==> src/rtl/fusion_pkg.sv <==
// Shared constants, FSM state type and bus-slicing helper for the
// fusion weight generator and its serial divider.
package fusion_pkg;

  localparam int NCH  = 6;
  localparam int W    = 16;
  localparam int FRAC = 15;
  localparam int CH_W = $clog2(NCH);

  localparam logic [W-1:0] Q_ONE_SAT = 16'd32767;
  localparam logic [W-1:0] Q_HALF    = 16'd16384;

  typedef enum logic [2:0] {
    IDLE,
    LOAD,
    DIV,
    STORE,
    DONE
  } state_t;

  function automatic logic [W-1:0] ch_slice(input logic [NCH*W-1:0] bus,
                                            input logic [CH_W-1:0]  k);
    return bus[k*W +: W];
  endfunction

endpackage

==> src/rtl/frac_divider.sv <==
// Serial restoring fractional divider: Q = floor(num * 2^FRAC / den), one
// quotient bit per cycle, MSB first. Requires num < den.
module frac_divider
  import fusion_pkg::*;
(
  input  logic            clk,
  input  logic            rst,
  input  logic            i_load,
  input  logic [W-1:0]    i_num,
  input  logic [W:0]      i_den,
  output logic [FRAC-1:0] o_q,
  output logic            o_last,
  output logic            o_q_valid
);

  localparam logic [3:0] LAST_CNT = 4'(FRAC - 1);

  logic [W:0]      r_rem;
  logic [W:0]      r_den;
  logic [FRAC-1:0] r_q;
  logic [3:0]      r_cnt;
  logic            r_active;
  logic            r_q_valid;

  logic [W+1:0]    w_rem2;
  logic            w_ge;
  logic [W+1:0]    w_rem_nxt;

  // Remainder stays below den, so the doubled value fits in W+2 bits.
  assign w_rem2    = {r_rem, 1'b0};
  assign w_ge      = (w_rem2 >= {1'b0, r_den});
  assign w_rem_nxt = w_ge ? (w_rem2 - {1'b0, r_den}) : w_rem2;

  always_ff @(posedge clk) begin
    if (rst) begin
      r_active  <= 1'b0;
      r_cnt     <= '0;
      r_q_valid <= 1'b0;
    end else begin
      r_q_valid <= 1'b0;
      if (i_load) begin
        r_active <= 1'b1;
        r_cnt    <= '0;
      end else if (r_active) begin
        r_cnt <= r_cnt + 4'd1;
        if (r_cnt == LAST_CNT) begin
          r_active  <= 1'b0;
          r_q_valid <= 1'b1;
        end
      end
    end
  end

  always_ff @(posedge clk) begin
    if (i_load) begin
      r_rem <= {1'b0, i_num};
      r_den <= i_den;
      r_q   <= '0;
    end else if (r_active) begin
      r_rem <= w_rem_nxt[W:0];
      r_q   <= {r_q[FRAC-2:0], w_ge};
    end
  end

  assign o_q       = r_q;
  assign o_last    = r_active && (r_cnt == LAST_CNT);
  assign o_q_valid = r_q_valid;

endmodule

==> src/rtl/fusion_weight_gen.sv <==
// Computes per-channel fusion weights w1 = P2/(P1+P2), w2 = P1/(P1+P2) in Q1.15
// with one shared serial divider, presenting all channels together on done.
module fusion_weight_gen
  import fusion_pkg::*;
(
  input  logic             clk,
  input  logic             rst,
  input  logic             start,
  input  logic [NCH*W-1:0] p1_bus,
  input  logic [NCH*W-1:0] p2_bus,
  output logic [NCH*W-1:0] w1_bus,
  output logic [NCH*W-1:0] w2_bus,
  output logic             busy,
  output logic             done,
  output logic [NCH-1:0]   zero_sum,
  output logic [NCH-1:0]   neg_in
);

  localparam logic [CH_W-1:0] LAST_CH = CH_W'(NCH - 1);

  state_t            r_state;
  state_t            w_state_nxt;
  logic [CH_W-1:0]   r_ch;

  logic [NCH*W-1:0]  r_p1_cap;
  logic [NCH*W-1:0]  r_p2_cap;
  logic [NCH*W-1:0]  r_w1_bank;
  logic [NCH*W-1:0]  r_w2_bank;
  logic [NCH-1:0]    r_zs_bank;
  logic [NCH-1:0]    r_neg_bank;
  logic [W-1:0]      r_w1_res;
  logic [W-1:0]      r_w2_res;

  logic [NCH*W-1:0]  r_w1_out;
  logic [NCH*W-1:0]  r_w2_out;
  logic [NCH-1:0]    r_zs_out;
  logic [NCH-1:0]    r_neg_out;

  logic signed [W-1:0] w_p1_s;
  logic signed [W-1:0] w_p2_s;
  logic [W-1:0]      w_p1c;
  logic [W-1:0]      w_p2c;
  logic [W:0]        w_den;
  logic              w_zero;
  logic              w_p1z;
  logic              w_div_load;
  logic [FRAC-1:0]   w_q;
  logic              w_div_last;
  logic              w_q_valid;
  logic [W-1:0]      w_w1_fin;
  logic [W-1:0]      w_w2_fin;
  logic [NCH*W-1:0]  w_w1_bank_nxt;
  logic [NCH*W-1:0]  w_w2_bank_nxt;

  // w2 = 1.0 - w1; 1.0 is not representable in Q1.15, so clip to 32767.
  function automatic logic [W-1:0] sat_complement(input logic [FRAC-1:0] q);
    logic [W:0] diff;
    diff = 17'd32768 - {2'b00, q};
    if (diff > {1'b0, Q_ONE_SAT}) return Q_ONE_SAT;
    return diff[W-1:0];
  endfunction

  assign w_p1_s = ch_slice(r_p1_cap, r_ch);
  assign w_p2_s = ch_slice(r_p2_cap, r_ch);
  assign w_p1c  = w_p1_s[W-1] ? '0 : w_p1_s;
  assign w_p2c  = w_p2_s[W-1] ? '0 : w_p2_s;
  assign w_den  = {1'b0, w_p1c} + {1'b0, w_p2c};
  assign w_zero = (w_den == '0);
  assign w_p1z  = (w_p1c == '0);

  assign w_div_load = (r_state == LOAD) && !w_zero && !w_p1z;

  frac_divider u_div (
    .clk       (clk),
    .rst       (rst),
    .i_load    (w_div_load),
    .i_num     (w_p2c),
    .i_den     (w_den),
    .o_q       (w_q),
    .o_last    (w_div_last),
    .o_q_valid (w_q_valid)
  );

  // q_valid only pulses in STORE after a real division; otherwise use the
  // degenerate-case values latched in LOAD.
  assign w_w1_fin = w_q_valid ? {1'b0, w_q} : r_w1_res;
  assign w_w2_fin = w_q_valid ? sat_complement(w_q) : r_w2_res;

  always_comb begin
    w_w1_bank_nxt = r_w1_bank;
    w_w2_bank_nxt = r_w2_bank;
    w_w1_bank_nxt[r_ch*W +: W] = w_w1_fin;
    w_w2_bank_nxt[r_ch*W +: W] = w_w2_fin;
  end

  always_comb begin
    w_state_nxt = r_state;
    case (r_state)
      IDLE:    if (start) w_state_nxt = LOAD;
      LOAD:    w_state_nxt = (w_zero || w_p1z) ? STORE : DIV;
      DIV:     if (w_div_last) w_state_nxt = STORE;
      STORE:   w_state_nxt = (r_ch == LAST_CH) ? DONE : LOAD;
      DONE:    w_state_nxt = IDLE;
      default: w_state_nxt = IDLE;
    endcase
  end

  // Outputs load on the edge into DONE so they are fresh while done is high.
  always_ff @(posedge clk) begin
    if (rst) begin
      r_state   <= IDLE;
      r_ch      <= '0;
      r_w1_out  <= '0;
      r_w2_out  <= '0;
      r_zs_out  <= '0;
      r_neg_out <= '0;
    end else begin
      r_state <= w_state_nxt;
      if ((r_state == IDLE) && start) begin
        r_ch <= '0;
      end else if ((r_state == STORE) && (r_ch != LAST_CH)) begin
        r_ch <= r_ch + 1'b1;
      end
      if ((r_state == STORE) && (r_ch == LAST_CH)) begin
        r_w1_out  <= w_w1_bank_nxt;
        r_w2_out  <= w_w2_bank_nxt;
        r_zs_out  <= r_zs_bank;
        r_neg_out <= r_neg_bank;
      end
    end
  end

  always_ff @(posedge clk) begin
    if ((r_state == IDLE) && start) begin
      r_p1_cap <= p1_bus;
      r_p2_cap <= p2_bus;
    end
    if (r_state == LOAD) begin
      r_zs_bank[r_ch]  <= w_zero;
      r_neg_bank[r_ch] <= w_p1_s[W-1] | w_p2_s[W-1];
      r_w1_res         <= w_zero ? Q_HALF : Q_ONE_SAT;
      r_w2_res         <= w_zero ? Q_HALF : '0;
    end
    if (r_state == STORE) begin
      r_w1_bank <= w_w1_bank_nxt;
      r_w2_bank <= w_w2_bank_nxt;
    end
  end

  assign w1_bus   = r_w1_out;
  assign w2_bus   = r_w2_out;
  assign zero_sum = r_zs_out;
  assign neg_in   = r_neg_out;
  assign busy     = (r_state == LOAD) || (r_state == DIV) || (r_state == STORE);
  assign done     = (r_state == DONE);

endmodule

==> config.mk <==
export PLATFORM = sky130hd
export DESIGN_NAME = fusion_weight_gen
export DESIGN_NICKNAME = d
export VERILOG_FILES = /design/src/rtl/fusion_pkg.sv /design/src/rtl/frac_divider.sv /design/src/rtl/fusion_weight_gen.sv
export SDC_FILE = /design/constraint.sdc
export NUM_CORES = 1
export LEC_CHECK = 0
export BUFFER_PORTS_ARGS = -buffer_cell sky130_fd_sc_hd__clkbuf_2
export CAP_MARGIN = 30
export CORE_MARGIN = 3
export CORE_UTILIZATION = 57
export DETAILED_ROUTE_END_ITERATION = 10
export PLACE_DENSITY = 0.8
export SYNTH_ARGS = -nofsm -noshare
export SYNTH_HDL_FRONTEND = slang
export SYNTH_SLANG_ARGS = --single-unit
==> constraint.sdc <==
create_clock -name clk -period 31.1 [get_ports clk]
set_clock_uncertainty 0.2 [all_clocks]
set_input_delay 3.11 -clock clk [delete_from_list [all_inputs] [get_ports clk]]
set_output_delay 3.11 -clock clk [all_outputs]
set_load 0.005 [all_outputs]
After elaboration in Yosys (flattened, before gate mapping)
Cells that the tools add are included.

word-level totals
  register bits after elaboration = 693
  input bits = 195
  output and inout bits = 206
  logic and storage cells = 94

operators by class
  mux-type cells = 27
  reductions and logical operators = 20
  order comparisons = 4
  bitwise gates (word level) = 2
  equality and inequality tests = 9
  add/subtract/negate cells = 6
  shift operators = 5

operator list
  cell                                                                      number
  96-bit bitwise mux                                                        2
  16-bit by 34-bit indexed part select with 96-bit output                   2
  96-bit by 8-bit indexed part select with 16-bit output                    2
  16-bit two-way mux                                                        6
  16-bit by 34-bit variable shift with 96-bit output, first input constant  1
  15-bit two-way mux                                                        3
  7-bit negation with 34-bit output                                         1
  18-bit by 17-bit >= comparator with 1-bit output                          1
  17-bit by 15-bit > comparator with 1-bit output, second input constant    1
  17-bit logical NOT                                                        1
  17-bit two-way mux                                                        1
  16-bit by 15-bit subtractor with 17-bit output, first input constant      1
  17-bit subtractor                                                         1
  15-bit by 15-bit adder with 16-bit output                                 1
  16-bit logical NOT                                                        1
  14-bit two-way mux                                                        1
  6-bit bitwise mux                                                         2
  3-bit case mux with 4 select lines                                        1
  3-bit two-way mux                                                         3
  1-bit logical AND                                                         7
  1-bit two-way mux                                                         7
  3-bit by 2-bit == test with 1-bit output, second input constant           2
  3-bit == test, second input constant                                      2
  4-bit by 1-bit adder with 4-bit output, second input constant             1
  other kinds (18)                                                          22

Longest topological paths before layout
  word-level depth = 8
  mapped depth = 21
  depth with buffers taken out = 17

Modules after synthesis
Synthesis repeated with hierarchy kept, for this count alone.

second synthesis, totals
  cell total of the unflattened synthesis = 2498
  area, all modules = 27719.1 µm²

modules (own cells, without submodules)
  module             cells each  sequential area each (µm²)  area each (µm²)  instances
  fusion_weight_gen  2170        16155.5                     24407.2          1
  frac_divider       328         1431.4                      3311.9           1

Worst setup path after synthesis
OpenSTA, ideal clock, no wires.

  kind = input -> register
  start point = input start
  end point = register r_ch[0]
  required time = 30755 ps
  path slack = 6416 ps
  path buffers = 0
  stages = 3
  data arrival time = 24339 ps
  cell sequence = nor4b_1 -> or2_2 -> nor2_1

between the ends
  word-level cells in the longest chain between the ends = 2

RTL lines
  item                                 RTL line                  text
  start, declared                      fusion_weight_gen.sv:8    input logic start,
  1-bit logical AND                    fusion_weight_gen.sv:119  if ((r_state == IDLE) && start) begin
  2-bit OR reduction (no source line)  -
  end signal, assigned                 fusion_weight_gen.sv:122  r_ch <= r_ch + 1'b1;
  end, declared                        fusion_weight_gen.sv:23   logic [CH_W-1:0] r_ch;

No other way between the ends.
A chain may end at the register's enable or synchronous reset.

Worst setup path after layout
  start point = register r_ch[1]
  end point = register u_div.r_rem[2], enable pin

between the ends
  word-level cells in the longest chain between the ends = 8

RTL lines
  item                                                    RTL line                                          text
  96-bit by 8-bit indexed part select with 16-bit output  fusion_pkg.sv:23                                  return bus[k*W +: W];
  15-bit two-way mux, on equally long branches            fusion_weight_gen.sv:65, fusion_weight_gen.sv:66
  15-bit by 15-bit adder with 16-bit output               fusion_weight_gen.sv:67                           assign w_den = {1'b0, w_p1c} + {1'b0, w_p2c};
  17-bit logical NOT                                      fusion_weight_gen.sv:68                           assign w_zero = (w_den == '0);
  1-bit logical NOT                                       fusion_weight_gen.sv:71                           assign w_div_load = (r_state == LOAD) && !w_zero && !w_p1z;
  1-bit logical AND                                       fusion_weight_gen.sv:71
  1-bit logical AND *                                     fusion_weight_gen.sv:71
  2-bit nonzero test (no source line) *                   -
  end signal, assigned                                    frac_divider.sv:56                                r_rem <= {1'b0, i_num};
  end signal, assigned                                    frac_divider.sv:60                                r_rem <= w_rem_nxt[W:0];
  end, declared                                           frac_divider.sv:18                                logic [W:0] r_rem;

Every way passes the cells marked *; elsewhere a longest branch is shown, timed or not.

==> results.sh <==
export IMPL_timing_rr_start="r_ch[1]"
export IMPL_holdPathEnd="w2_bus[79]"
export IMPL_synth_seq_area_share=0.6294
export IMPL_arrival_ns=6.99
export IMPL_post_cts_resized=0
export IMPL_crit_fanout=37
export IMPL_rrSetupSlack_ns=24.09
export IMPL_holdBufCountCts=0
export IMPL_criticalPathCategory="flop to flop"
export IMPL_dr_pass1_iters=6
export IMPL_post_route_min_period_ns=7.011
export IMPL_power_density_mw_per_mm2=80.16
export IMPL_cts_htree_levels=3
export IMPL_cts_tree="done"
export IMPL_rows=80
export IMPL_grt_pass1_vias=20120
export IMPL_syn_cell_area_mm2=0.02789
export IMPL_async_reset_ff_frac=0
export IMPL_grt_start_max_net_pins=209
export IMPL_max_freq_mhz=142.6
export IMPL_worst_pin_slew_ns=1.153
export IMPL_clock_latency_ns=0.60
export IMPL_crit_path_cell_trace="and3b_1 -> a22oi_1 -> nand3_1 -> a31oi_1 -> ha_1 -> fa_1 -> a21o_1 -> a221oi_2 -> nor3_1 -> or4_1 -> a2111oi_0 -> and4bb_2 -> inv_2 -> nand2_4 -> nand2b_1"
export IMPL_relSlewSlack=0.2312
export IMPL_cts_made_buffers=68
export IMPL_r2r_cells=15
export IMPL_hp_class="flop to flop"
export IMPL_final_cell_mix="nand2_1, edfxtp_1, clkbuf_2"
export IMPL_rsz0062_at_grt="no"
export IMPL_stdcell_count=3515
export IMPL_cp_slowest_cell="dfxtp_2"
export IMPL_setup_tns_final_ns=0
export IMPL_fin_ws_ns=24.09
export IMPL_remaining_drc_errors=0
export IMPL_synth_cells=2516
export IMPL_timing_final_crit_share=0.2254
export IMPL_hp_start="w2_bus[79]"
export IMPL_total_power_uw=2604
export IMPL_via_count=20930
export IMPL_ys_types=85
export IMPL_dp_hpwl_um=50810
export IMPL_critPathLaunchType="flop"
export IMPL_gp_congestion=0.8876
export IMPL_end_kind="flop"
export IMPL_globalRouteOverflowTotal=0
export IMPL_drive_gt1_frac=0.2217
export IMPL_ys_ff_latch=662
export IMPL_avgSynthCellArea_um2=11.09
export IMPL_post_cts_buffers=0
export IMPL_track_usage=0.2872
export IMPL_die_y_um=227.2
export IMPL_critPathRequiredTime_ns=31.08
export IMPL_area_growth_pct=16.45
export IMPL_mostFrequentLayoutCell="nand2_1"
export IMPL_synth_edff_count=430
export IMPL_crit_path_max_incr_delay_ns=0.87
export IMPL_vias_per_cell=5.953
export IMPL_fp_dieArea_mm2=0.05163
export IMPL_num_antenna_cells=0
export IMPL_drt_iter0_markers=2174
export IMPL_cts_sinks=662
export IMPL_reg2reg_to="u_div.r_rem[2]"
export IMPL_dp_cells=3390
export IMPL_antenna_found_initial=0
export IMPL_syn_nets=2754
export IMPL_setup_viol=0
export IMPL_final_util=0.6761
export IMPL_core_area_mm2=0.04805
export IMPL_clk_pin_slew_ns=0.06
export IMPL_cap_violations=0
export IMPL_ys_flop_type="edfxtp_1"
export IMPL_dieWidth_um=227.2
export IMPL_io_pins=401
export IMPL_drt_wirelength_per_cell_um=21.32
export IMPL_irDropWorstVdd_mv=0.05760
export IMPL_dp_slack_ns=24.18
export IMPL_hold_viol=0
export IMPL_final_max_slew_viol_count=0
export IMPL_io_buffers=400
export IMPL_critPathLaunch="r_ch[1]"
export IMPL_fillers=3499
export IMPL_clock_path_buffers=3
export IMPL_yosys_warnings=0
export IMPL_ant_nets=0
export IMPL_grt_pass1_wl_um=114100
export IMPL_status="completed"
export IMPL_wl_um=74930
export IMPL_nets=3085
export IMPL_start_util=0.5806
export IMPL_hold_path_depth=2
export IMPL_leakagePower_uw=0.01225
export IMPL_cts_root_buf="clkbuf_16"
## final cells by class
class | instances | area (um^2) | share of cell area
clock inverters | 24 | 237.7 | 0.007319
clock buffers | 99 | 1983 | 0.06105
flip-flops and latches | 662 | 17560 | 0.5406
inverters | 41 | 153.9 | 0.004738
well taps | 615 | 769.5 | 0.02369
multi-input cells | 1641 | 9409 | 0.2897
repair buffers | 433 | 2370 | 0.07296
## worst max-delay path by stage
stage	endpoint	slack [ns]	cells after the start
after floorplan	r_ch[0]	6.42	3
after global placement	u_div.r_rem[1]	24.45	15
after detailed placement	u_div.r_rem[1]	24.18	15
after CTS	u_div.r_rem[2]	24.18	15
after global routing	u_div.r_cnt[1]	23.62	16
final	u_div.r_rem[2]	24.09	15
## power by group
group / leakage, uW / internal, uW / switching, uW / total [uW]
Combinational: 0.00533 / 222 / 417 / 639
Sequential: 0.00585 / 1100 / 52.3 / 1160
Clock: 0.00107 / 472 / 337 / 809
Total: 0.0123 / 1800 / 807 / 2600
## per-layer routing
metal | share of wire | vias up | global-route usage
li1 | - | 9743 | -
met1 | 0.40 | 10050 | 0.3760
met2 | 0.49 | 976 | 0.4825
met3 | 0.072 | 156 | 0.05338
met4 | 0.035 | 0 | 0.1063
met5 | 0 | - | 0
## state kept, by name, indices dropped and copies added (netlist names), 4 cells and up
name         cells
zero_sum         6
r_w1_bank       96
r_p2_cap        96
u_div.o_q       15
r_w2_bank       96
w1_bus          96
r_neg_bank       6
u_div.r_den     16
w2_bus          96
u_div.r_rem     17
neg_in           6
u_div.r_cnt      4
r_p1_cap        96
r_zs_bank        6
## logic make-up after synthesis
| group | after synthesis | share of synthesized area |
|---|---|---|
| flip-flops | 662 | 0.6294 |
| buffers and inverters | 213 | 0.03562 |
| adder cells (fa/ha/maj) | 43 | 0.01983 |
| XOR/XNOR | 36 | 0.01130 |
| AND/OR/NAND/NOR | 897 | 0.1427 |
| multiplexers | 65 | 0.02539 |
| AO/OA/AOI/OAI | 600 | 0.1357 |
## metrics by stage
| stage | hold slack (ns) | area, um^2 |
|---|---|---|
| final | 0.2541 | 32480 |
| after global routing | 0.2704 | 32480 |
| after CTS | 0.2545 | 32430 |
| after detailed placement | 0.2463 | 30210 |
| after global placement | 0.2404 | 30110 |
| after floorplan | 0.2504 | 27890 |
## worst max-delay path: cells and delay by family, from the launching register on
kind,cells,cell delay [ns]
AOI/OAI and AO/OA,5,1.49
adders and majority gates,2,0.68
buffers and inverters,1,0.14
DFF,1,0.87
and+or+nand+nor,7,3.16
## Yosys cell counts (8+ instances only)
library cell / number / share of area
inv_1: 39 / 0.0052
o31ai_1: 67 / 0.018
or2_2: 11 / 0.0025
and3_1: 8 / 0.0018
nor3_1: 57 / 0.010
buf_2: 11 / 0.0020
o21ai_2: 18 / 0.0057
xnor2_1: 28 / 0.0088
clkbuf_8: 8 / 0.0039
o21ai_1: 13 / 0.0023
dfxtp_1: 232 / 0.17
a22o_1: 8 / 0.0025
mux2i_1: 46 / 0.017
nand4_1: 13 / 0.0029
a31oi_1: 20 / 0.0045
nor3_2: 12 / 0.0043
or3_1: 10 / 0.0022
edfxtp_1: 430 / 0.46
and2_1: 22 / 0.0049
nand3_1: 22 / 0.0039
a21oi_1: 226 / 0.041
mux2_2: 16 / 0.0065
a211oi_1: 9 / 0.0024
nand2b_1: 8 / 0.0018
nand2_1: 542 / 0.073
a21o_1: 12 / 0.0032
clkbuf_1: 134 / 0.018
ha_1: 41 / 0.018
buf_6: 8 / 0.0032
o21ai_0: 105 / 0.019
xor2_1: 8 / 0.0025
a22oi_1: 60 / 0.016
nor2_1: 138 / 0.019
No activity file was read; power rests on OpenSTA's default activity.
